===== src/rtl/stage4_normalize_pkg.sv =====
// Shared FP16 constants and the stage4 -> stage5 bundle type for the SD4 MAC pipeline.
package stage4_normalize_pkg;

    localparam int BIAS    = 15;
    localparam int EXP_MAX = 31;
    localparam int MANT_W  = 11;
    localparam int EXP_MIN = -32;

    typedef struct packed {
        logic              sign;
        logic [6:0]        exp_final;
        logic [MANT_W-1:0] norm_sum;
    } stage4_out_t;

endpackage


===== src/rtl/stage4_normalize_leading_one_detector.sv =====
// Priority encoder returning the index of the most significant set bit of mag.
module leading_one_detector #(
    parameter int SUM_W = 24,
    parameter int P_W   = $clog2(SUM_W)
) (
    input  logic [SUM_W-1:0] mag,
    output logic [P_W-1:0]   pos,
    output logic             zero
);

    // Ascending scan: the highest set bit is the last assignment and wins.
    always_comb begin
        pos = '0;
        for (int i = 0; i < SUM_W; i++) begin
            if (mag[i]) begin
                pos = P_W'(i);
            end
        end
        zero = (mag == '0);
    end

endmodule


===== src/rtl/stage4_normalize.sv =====
// Normalization stage: leading-one detect, mantissa shift, exponent adjust/clamp.
// Define STAGE4_ROUND_NEAREST_EVEN_EN for round-to-nearest-even instead of truncation.
module stage4_normalize #(
    parameter int SUM_W   = 24,
    parameter int FRAC_W  = 20,
    parameter int EXP_MIN = stage4_normalize_pkg::EXP_MIN
) (
    input  logic             clk,
    input  logic             rst,
    input  logic             in_valid,
    output logic             in_ready,
    input  logic             sign_in,
    input  logic [7:0]       exp_in,
    input  logic [SUM_W-1:0] mag_in,
    output logic             out_valid,
    input  logic             out_ready,
    output logic             sign,
    output logic [6:0]       exp_final,
    output logic [10:0]      norm_sum
);

    import stage4_normalize_pkg::*;

    localparam int P_W = $clog2(SUM_W);
    localparam int HID = MANT_W - 1;

    logic [P_W-1:0]   lod_pos;
    logic             lod_zero;

    logic             s1_valid_q, s1_valid_d;
    logic             s1_sign_q,  s1_sign_d;
    logic [7:0]       s1_exp_q,   s1_exp_d;
    logic [SUM_W-1:0] s1_mag_q,   s1_mag_d;
    logic [P_W-1:0]   s1_p_q,     s1_p_d;
    logic             s1_zero_q,  s1_zero_d;

    logic             out_valid_q, out_valid_d;
    stage4_out_t      out_q, out_d;

    logic             s2_adv;
    logic [P_W-1:0]   sh_r, sh_l;
    logic [MANT_W-1:0] m, m_fin;
    logic [MANT_W:0]  m_rnd;
    logic signed [9:0] e, e_adj;
    logic             round_inc;
    stage4_out_t      res;
`ifdef STAGE4_ROUND_NEAREST_EVEN_EN
    logic             guard, sticky;
`endif

    leading_one_detector #(.SUM_W(SUM_W), .P_W(P_W)) u_lod (
        .mag  (mag_in),
        .pos  (lod_pos),
        .zero (lod_zero)
    );

    // Whole-pipeline advance: S2 frees when empty or drained, S1 moves when S2 frees.
    always_comb begin
        s2_adv   = !out_valid_q || out_ready;
        in_ready = !s1_valid_q || s2_adv;

        s1_valid_d = s1_valid_q;
        s1_sign_d  = s1_sign_q;
        s1_exp_d   = s1_exp_q;
        s1_mag_d   = s1_mag_q;
        s1_p_d     = s1_p_q;
        s1_zero_d  = s1_zero_q;
        if (in_ready) begin
            s1_valid_d = in_valid;
            if (in_valid) begin
                s1_sign_d = sign_in;
                s1_exp_d  = exp_in;
                s1_mag_d  = mag_in;
                s1_p_d    = lod_pos;
                s1_zero_d = lod_zero;
            end
        end

        out_valid_d = out_valid_q;
        out_d       = out_q;
        if (s2_adv) begin
            out_valid_d = s1_valid_q;
            if (s1_valid_q) begin
                out_d = res;
            end
        end
    end

    always_comb begin
        sh_r = s1_p_q - P_W'(HID);
        sh_l = P_W'(HID) - s1_p_q;
        if (s1_p_q >= P_W'(HID)) begin
            m = MANT_W'(s1_mag_q >> sh_r);
        end else begin
            m = MANT_W'(s1_mag_q << sh_l);
        end

`ifdef STAGE4_ROUND_NEAREST_EVEN_EN
        guard  = 1'b0;
        sticky = 1'b0;
        if (s1_p_q > P_W'(HID)) begin
            guard  = s1_mag_q[sh_r - P_W'(1)];
            sticky = |(s1_mag_q & ((SUM_W'(1) << (sh_r - P_W'(1))) - SUM_W'(1)));
        end
        round_inc = guard && (sticky || m[0]);
`else
        round_inc = 1'b0;
`endif

        m_rnd = {1'b0, m} + (MANT_W+1)'(round_inc);
        e     = 10'(signed'(s1_exp_q)) + 10'(s1_p_q) - 10'(FRAC_W);
        // Rounding carry out of 0x7FF renormalizes to 1.0 at the next exponent.
        if (m_rnd[MANT_W]) begin
            m_fin = MANT_W'(1 << HID);
            e_adj = e + 10'sd1;
        end else begin
            m_fin = m_rnd[MANT_W-1:0];
            e_adj = e;
        end

        res.sign = s1_sign_q;
        if (s1_zero_q) begin
            res.exp_final = 7'd0;
            res.norm_sum  = '0;
        end else if (e_adj >= 10'(EXP_MAX)) begin
            res.exp_final = 7'(EXP_MAX);
            res.norm_sum  = '0;
        end else if (e_adj < 10'(EXP_MIN)) begin
            res.exp_final = 7'(EXP_MIN);
            res.norm_sum  = m_fin;
        end else begin
            res.exp_final = e_adj[6:0];
            res.norm_sum  = m_fin;
        end
    end

    always_ff @(posedge clk or negedge rst) begin
        if (!rst) begin
            s1_valid_q  <= 1'b0;
            s1_sign_q   <= 1'b0;
            s1_exp_q    <= '0;
            s1_mag_q    <= '0;
            s1_p_q      <= '0;
            s1_zero_q   <= 1'b0;
            out_valid_q <= 1'b0;
            out_q       <= '0;
        end else begin
            s1_valid_q  <= s1_valid_d;
            s1_sign_q   <= s1_sign_d;
            s1_exp_q    <= s1_exp_d;
            s1_mag_q    <= s1_mag_d;
            s1_p_q      <= s1_p_d;
            s1_zero_q   <= s1_zero_d;
            out_valid_q <= out_valid_d;
            out_q       <= out_d;
        end
    end

    assign out_valid = out_valid_q;
    assign sign      = out_q.sign;
    assign exp_final = out_q.exp_final;
    assign norm_sum  = out_q.norm_sum;

endmodule

===== config.mk =====
export PLATFORM = sky130hd
export DESIGN_NAME = stage4_normalize
export DESIGN_NICKNAME = d
export VERILOG_FILES = /design/src/rtl/stage4_normalize_pkg.sv /design/src/rtl/stage4_normalize_leading_one_detector.sv /design/src/rtl/stage4_normalize.sv
export SDC_FILE = /design/constraint.sdc
export NUM_CORES = 1
export LEC_CHECK = 0
export ABC_CLOCK_PERIOD_IN_PS = 3500
export CORE_MARGIN = 3
export CORE_UTILIZATION = 45
export CTS_CLUSTER_SIZE = 28
export DETAILED_ROUTE_END_ITERATION = 6
export GPL_TIMING_DRIVEN = 1
export PLACE_DENSITY = 0.66
export SLEW_MARGIN = 25
export SYNTH_ARGS = -nofsm -noshare
export SYNTH_HDL_FRONTEND = slang
export SYNTH_SLANG_ARGS = --single-unit

===== constraint.sdc =====
create_clock -name clk -period 3.5 [get_ports clk]
set_input_delay 0.7 -clock clk [delete_from_list [all_inputs] [get_ports clk]]
set_output_delay 0.7 -clock clk [all_outputs]
set_load 0.05 [all_outputs]

* Word level (Yosys, flattened, before mapping)
Cells that the tools add are included.
** Storage, ports and cells
- Logic and storage cells :: 53
- Bits in registers :: 60
- Output and inout bits :: 21
** Cells by class
- $lt $le $gt $ge :: 3
- Mux-type cells :: 27
- Shift operators :: 2
- Add/subtract/negate cells :: 4
- Reductions and logical operators :: 7
** Operators by type and width (count)
- 2-to-1 mux 18 bit :: 3
- 2-to-1 mux 5 bit :: 8
- 2-to-1 mux 4 bit :: 8
- zero test 24 bit :: 1
- << shifter 24 x 5 -> 11 bit :: 1
- >> shifter 24 x 5 -> 11 bit :: 1
- 2-to-1 mux 3 bit :: 4
- 2-to-1 mux 11 bit :: 1
- >= comparator 10 x 6 -> 1 bit (second input constant) :: 1
- less-than comparator 10 x 6 -> 1 bit (second input constant) :: 1
- subtractor 9 x 6 -> 10 bit (second input constant) :: 1
- adder 8 x 6 -> 9 bit :: 1
- >= comparator 5 x 4 -> 1 bit (second input constant) :: 1
- subtractor 4 x 5 -> 5 bit (first input constant) :: 1
- subtractor 5 x 4 -> 5 bit (second input constant) :: 1
- 2-to-1 mux 2 bit :: 2
- AND reduction 2 bit :: 2
- zero test 1 bit :: 2
- logical OR 1 bit :: 2
- 2-to-1 mux 1 bit :: 1

* Logic depth before layout (Yosys ltp)
Gate-level depths: netlist of the first run.
- Word-level depth :: 23
- Gate-level depth with buffers :: 13
- Gate-level depth less buffers :: 11

* By module
Synthesis of the first run repeated with hierarchy kept, for this count alone.
** Unflattened totals
- Cells, all modules :: 458
- Area, all modules :: 4674.5 µm²
** By module, submodules not included
- stage4_normalize :: area each 4404.2 µm², times used 1, cells each 412, sequential area each 1501.4 µm²
- leading_one_detector :: area each 270.3 µm², times used 1, cells each 46, sequential area each 0.0 µm²

* Worst setup path after synthesis of the first run
No wires, ideal clock.
- Kind :: reg-to-reg
- From :: register s1_p_q[0]
- To :: register out_q, in the netlist norm_sum[8]
- Setup slack :: 539 ps
- Cell stages (with the launch flop) :: 12
- Setup time :: 121 ps
- Data arrival time :: 2840 ps
- Clock period less this slack :: 2961 ps
- Buffers on the path :: 4
- Path through :: dfrtp_1 buf_6 buf_4 buf_2 inv_1 ha_1 clkbuf_1 mux4_2 o21ai_0 o311ai_0 a32o_1 a22o_1
** Between the ends
- Cells in the longest elaborated chain, start to end :: 6
** Ends and longest elaborated chain
- from (decl) :: RTL line stage4_normalize.sv:34 : logic [P_W-1:0] s1_p_q, s1_p_d;
- from (signal assigned) :: RTL line stage4_normalize.sv:152 : s1_p_q <= s1_p_d;
- parallel branches: the longest is 4 deep, another holds subtractor 9 x 6 -> 10 bit
- 2-to-1 mux 18 bit (*) :: RTL line stage4_normalize.sv:125 : end else if (e_adj >= 10'(EXP_MAX)) begin
- 2-to-1 mux 18 bit (*) :: RTL line stage4_normalize.sv:122 : if (s1_zero_q) begin
- to (signal assigned) :: RTL line stage4_normalize.sv:155 : out_q <= out_d;
- to (decl) :: RTL line stage4_normalize.sv:38 : stage4_out_t out_q, out_d;
Every way passes the cells marked *.
A chain may end at the register's enable or synchronous reset.

* Final worst setup path of the first run
- From :: register s1_p_q[3]
- To :: register out_q, in the netlist norm_sum[7]
The elaborated chain is that of the path after synthesis.

==> impl_metrics.csv, run 1 <==
group,metric,value,unit
pwr,seqPwrFrac,28.4,%
timing,setup_viol,0,
finish,design_area,5520,µm²
pwr,ir_drop,0.000299,V
die,die_h,107,µm
critical_path,cp_max_fo,14,
pwr,pwr-share-comb,48.1,%
global_route,grt-ovfl-total,0,
yosys,seq_area_frac_synth,32.7,%
placement,place_area,5270,µm²
pwr,p_per_area,607,nW/µm²
yosys,synth_mux_area_share,24.8,%
drt,drt_wl_total,11.6,mm
cts,numCtsBuffers,9,
timing,fin_skew,11.3,ps
finish,layout-drive-gt1-share,16.4,%
critical_path,cp-endpoint,"norm_sum[7]",
placement,gp_congestion,0.923,
min_path,worstHoldPathType,"in2async",
yosys,synth_nets,522,
placement,io_buffers,57,
drt,drt_iter0_markers,184,
cts,root_buffer,"clkbuf_8",
global_route,grt_start_max_net_pins,37,
critical_path,regToRegEndpoint,"norm_sum[7]",
drt,vias_per_cell,5.88,
critical_path,worst_setup_path_end_kind,"register",
yosys,ys_ff_latch,60,
timing,maxSlewHeadroom,43.5,%
global_route,grt_pass1_wl,19.2,mm
cts,h-tree-depth,3,
finish,utilization,55.9,%
yosys,synth-edff-count,0,
yosys,synth_ff_type,"dfrtp_1",
pwr,intPower,2.01,mW
yosys,synthDistinctLibCells,60,
yosys,synthArstFlopShare,100,%
critical_path,cp-start-kind,"register",
timing,hold_viol,0,
finish,layout_commonest_cell,"dfrtp_1",
die,die_area,11500,µm²
critical_path,cp.required,3790,ps
cts,clockBufferDepth,2,
yosys,synth_top_family_by_area,"multiplexers",
yosys,synthCells,467,
yosys,synth_warnings,0,
pwr,switching_power,1.34,mW
global_route,grt_pass1_vias,3791,
timing,tightest_slew,841,ps
run,drv_cap,0,
finish,diodes,0,
timing,clock.fmax,0.317,GHz
drt,drc,0,
yosys,synth-compound-area-share,19.0,%
drt,num_vias,3854,
critical_path,r2r_slack,340,ps
die,rows,36,
die,dieWidth,107,µm
timing,setup_tns,0,ps
die,fp.coreArea,9860,µm²
pwr,clkPwrFrac,23.6,%
timing,slew_violations,0,
pwr,p_leak,2.29,nW
cts,cts_hold_buf,0,
pwr,p_sw_share,39.9,%
drt,final_antenna_net_count,0,
timing,rsz0062_at_grt,"false",
die,start_util,46.6,%
timing,finalCritPeriodShare,90.2,%
cts,worstSkewPairLatency,360,ps
global_route,antenna_found_initial,0,
placement,placed_cells,640,
yosys,synth-simple-area-share,11.6,%
cts,clkTransAtPathRegs,70,ps
yosys,synth-xor-area-share,1.91,%
critical_path,r2r_cells,11,
drt,wl_per_cell,17.6,µm
critical_path,cp.arrival,3450,ps
global_route,track_usage,21.4,%
cts,clock_sinks,60,
cts,cts-resized-gates,0,
critical_path,crit_type,"reg2reg",
timing,fin_crit,3160,ps
critical_path,startpoint,"s1_p_q[3]",
placement,dp_hpwl,9.07,mm
finish,syn2layout_area_growth,20.1,%
finish,fillCellCount,876,
finish,nets,573,
outcome,status,"complete, no violations",
yosys,syn_avg_cell_area,9.84,µm²
yosys,netlist_area,4590,µm²
cts,cts_setup_buffers,0,
finish,final_cell_mix,"dfrtp_1, clkdlybuf4s50_1, o21ai_0",
finish,stdcell_count,656,
yosys,synth_fa_ha_area_share,5.07,%
cts,cts_tree,"built",
drt,dr.pass1.iters,5,
die,ioPinCount,58,
placement,preCtsSetupSlack,384,ps
timing,setup_ws,345,ps
critical_path,r2r_start,"s1_p_q[3]",
through the flow:
step | hold slack (ps) | power (mW)
2_1_floorplan | 404 | 2.10
3_3_place_gp | 458 | 2.54
3_5_place_dp | 466 | 2.56
4_1_cts | 184 | 3.36
5_1_grt | 186 | 3.54
6_report | 184 | 3.35
layout make-up:
class	count	area [µm²]	area share, %
Multi-Input combinational cell	356	2860	51.9
Timing Repair Buffer	68	648	11.8
Clock inverter	6	111	2.02
Inverter	23	86.3	1.57
Clock buffer	10	138	2.50
Tap cell	133	166	3.02
Sequential cell	60	1500	27.2
state kept, by name (all words and copies together) (netlist names):
name        cells
s1_zero_q       1
s1_mag_q       24
sign            1
s1_valid_q      1
out_valid       1
s1_exp_q        8
s1_sign_q       1
norm_sum       11
s1_p_q          5
exp_final       7
worst min-delay path by stage:
stage                       startpoint           end  slack, ps  cells after the start
after global placement    exp_final[5]  exp_final[5]        460                      1
final                              rst  s1_mag_q[15]        180                      1
after CTS                          rst  s1_mag_q[15]        180                      1
after global routing               rst  s1_mag_q[15]        190                      1
after detailed placement  exp_final[6]  exp_final[6]        470                      1
after floorplan                    rst  exp_final[0]        400                      0
cells in the mapped netlist, types with 3 or more instances:
cell | instances | area [µm²]
a221o_1 | 3 | 30.0
and2_1 | 4 | 25.0
a211o_1 | 3 | 26.3
a32o_2 | 3 | 33.8
clkbuf_1 | 15 | 56.3
xor2_1 | 6 | 52.6
inv_1 | 22 | 82.6
nor3b_1 | 3 | 22.5
a21oi_1 | 24 | 120
mux2i_1 | 34 | 340
ha_1 | 17 | 213
mux4_2 | 20 | 450
o211ai_1 | 4 | 30.0
a22o_1 | 7 | 61.3
nor2b_1 | 5 | 31.3
xnor2_1 | 4 | 35.0
nand2b_1 | 6 | 37.5
buf_4 | 4 | 30.0
nor4_1 | 5 | 31.3
mux2_2 | 30 | 338
o31ai_1 | 6 | 45.0
dfrtp_1 | 60 | 1500
nor2_1 | 36 | 135
a31oi_1 | 4 | 25.0
o22ai_1 | 3 | 18.8
o21ai_0 | 37 | 185
o21bai_1 | 3 | 22.5
a21o_1 | 5 | 37.5
buf_2 | 5 | 25.0
nor3_1 | 8 | 40.0
a211oi_1 | 4 | 30.0
nand3_1 | 4 | 20.0
nand2_1 | 33 | 124
o21ai_1 | 3 | 15.0
power by group through the flow:
stage | combinational [mW] | sequential [mW] | clock (mW)
floorplan | 0.850 | 1.25 | 0
global placement | 1.58 | 0.958 | 0
detailed placement | 1.60 | 0.966 | 0
CTS | 1.60 | 0.952 | 0.804
global route | 1.74 | 0.975 | 0.833
finish | 1.61 | 0.950 | 0.790
worst max-delay path, stage by stage (launching register included):
cell	delay [ps]
dfrtp_1	590
inv_1	140
ha_1	290
inv_1	40
ha_1	230
a211oi_1	290
o21bai_1	130
a21oi_1	210
xnor2_1	100
o32a_2	450
nor3_4	370
a32o_2	240
logic make-up after synthesis:
kind of cell | after synthesis
multiplexers | 85
XOR/XNOR | 10
adder cells (fa/ha/maj) | 18
AO/OA/AOI/OAI | 131
buffers and inverters | 51
flip-flops | 60
AND/OR/NAND/NOR | 112
layer usage:
| layer | track usage [%] | part of all wire [%] |
|---|---|---|
| met1 | 29.6 | 46 |
| met2 | 32.9 | 45 |
| met3 | 3.55 | 6.2 |
| met4 | 9.77 | 2.7 |
| met5 | 0 | 0 |
No activity file was read; power rests on OpenSTA's default activity.
==> run 2, diff against run 1 <==
--- a/config.mk
+++ b/config.mk
@@ -7,11 +7,12 @@
 export LEC_CHECK = 0
 export ABC_CLOCK_PERIOD_IN_PS = 3500
 export CORE_MARGIN = 3
-export CORE_UTILIZATION = 45
+export CORE_UTILIZATION = 50
+export CTS_CLUSTER_DIAMETER = 30
 export CTS_CLUSTER_SIZE = 28
 export DETAILED_ROUTE_END_ITERATION = 6
 export GPL_TIMING_DRIVEN = 1
-export PLACE_DENSITY = 0.66
+export PLACE_DENSITY = 0.72
 export SLEW_MARGIN = 25
 export SYNTH_ARGS = -nofsm -noshare
 export SYNTH_HDL_FRONTEND = slang
==> run 2 against run 1 <==
Flip-flop and latch count is the same. Global-route usage increased by 2.4 points. Combinational power about the same. Critical path depth unchanged. Sequential share of layout area grew 0.43 points. Utilization up 5.8 points. Clock skew grew 1.2 ps. Worst setup slack got worse by 27 ps. Critical path type unchanged. Highest routed layer unchanged.
==> impl_metrics.csv, run 2 (synthesized netlist as in run 1, its figures left out) <==
group,metric,value,unit
drt,drc,0,
die,die_h,102,µm
finish,largest_register_ffs,24,
timing,fin_crit,3180,ps
drt,vias_per_cell,6.17,
timing,fin_skew,12.6,ps
critical_path,regToRegEndpoint,"norm_sum[3]",
drt,dr.pass1.iters,5,
drt,drt_wl_total,11.7,mm
finish,diodes,0,
global_route,grtUsageMet1,33.6,%
pwr,p_leak,2.27,nW
global_route,grt_start_max_net_pins,41,
global_route,grt-ovfl-total,0,
critical_path,crit_type,"reg2reg",
critical_path,r2r_cells,11,
cts,root_buffer,"clkbuf_8",
cts,cts_hold_buf,0,
global_route,track_usage,23.8,%
timing,setup_tns,0,ps
min_path,worstHoldPathType,"in2async",
die,start_util,52.2,%
global_route,grt_pass1_vias,3742,
die,rows,34,
critical_path,cp.arrival,3470,ps
critical_path,cp.required,3780,ps
finish,seq_area,1500,µm²
pwr,p_per_area,594,nW/µm²
cts,clock_sinks,60,
cts,numCtsBuffers,9,
finish,syn2layout_area_growth,18.2,%
critical_path,r2r_start,"s1_p_q[3]",
finish,fillCellCount,743,
cts,h-tree-depth,3,
drt,wl_per_cell,18.5,µm
finish,layout_commonest_cell,"dfrtp_1",
timing,slew_violations,0,
placement,place_area,5230,µm²
die,dieWidth,102,µm
die,ioPinCount,58,
cts,cts_tree,"built",
finish,regMostFlops,"s1_mag_q",
die,die_area,10400,µm²
placement,io_buffers,57,
cts,worstSkewPairLatency,360,ps
timing,setup_viol,0,
outcome,status,"complete, no violations",
placement,gp_congestion,0.920,
finish,nets,572,
timing,hold_viol,0,
timing,finalCritPeriodShare,90.9,%
drt,drt_iter0_markers,205,
drt,num_vias,3889,
cts,clkTransAtPathRegs,70,ps
finish,layout-drive-gt1-share,16.1,%
finish,final_cell_mix,"dfrtp_1, clkdlybuf4s50_1, o21ai_0",
timing,clock.fmax,0.314,GHz
finish,design_area,5430,µm²
critical_path,worst_setup_path_end_kind,"register",
timing,tightest_slew,882,ps
cts,clockBufferDepth,2,
finish,multi_input_area,2860,µm²
die,fp.coreArea,8810,µm²
timing,maxSlewHeadroom,41.2,%
cts,cts_setup_buffers,0,
global_route,gr-usage-met2,37.9,%
global_route,use_met3,3.75,%
critical_path,cp_max_fo,14,
timing,rsz0062_at_grt,"false",
critical_path,r2r_slack,320,ps
global_route,busiest_layer,"met2",
pwr,ir_drop,0.000243,V
critical_path,startpoint,"s1_p_q[3]",
critical_path,cp-start-kind,"register",
global_route,grt_pass1_wl,19.0,mm
run,drv_cap,0,
drt,final_antenna_net_count,0,
cts,cts-resized-gates,0,
placement,dp_hpwl,8.98,mm
global_route,antenna_found_initial,0,
## run 2: cell types whose count changed in the layout (fill, tap and decap cells not counted)
cell,before,now
clkbuf_8,10,11
clkbuf_1,0,1
buf_4,11,10
clkinv_4,1,0
clkinv_2,1,2
bufinv_16,3,1
## run 2: area by class of cell
class,count,area share [%]
inverters,23,1.59
repair buffers,67,11.8
clock inverters,4,0.876
well taps,108,2.49
flip-flops and latches,60,27.6
clock buffers,12,2.86
multi-input cells,356,52.7
## run 2: routing by layer
metal  up-vias  routed length (µm)  share of wire (%)
li1       1850                   -                  -
met1      1884                5420                 47
met2       141                5390                 46
met3        14                 657                5.6
met4         0                 182                1.6
met5         -                   0                  0
## run 2: worst max path at each step
stage / to / slack [ps] / cells after the start
CTS: norm_sum[3] / 330 / 11
floorplan: norm_sum[8] / 540 / 11
global route: norm_sum[5] / 100 / 11
finish: norm_sum[3] / 320 / 11
global placement: norm_sum[7] / 500 / 11
detailed placement: norm_sum[7] / 370 / 11
## run 2: per-stage QoR
step                cells  setup slack (ps)  utilization [%]  hold slack [ps]  total power, mW
CTS                   630               326             61.7              485             3.22
global route          630               104             61.7              499             3.40
finish                630               317             61.7              463             3.23
floorplan             467               539                -              404             2.10
detailed placement    614               374             59.4              470             2.57
global placement      614               499             59.4              459             2.53
## run 2: power by group
group	internal [mW]	switching (mW)	total (mW)
Clock	0.365	0.293	0.658
Sequential	0.839	0.114	0.953
Combinational	0.682	0.933	1.62
## run 2: worst max-delay path: stages (launching register included)
cell and delay, ps:
dfrtp_1 600, inv_1 140, ha_1 290, inv_1 40, ha_1 350, o21ai_1 130, nor2_1 110, a41oi_1 150
a211o_1 300, o32a_2 390, nor3_4 370, a32o_1 230
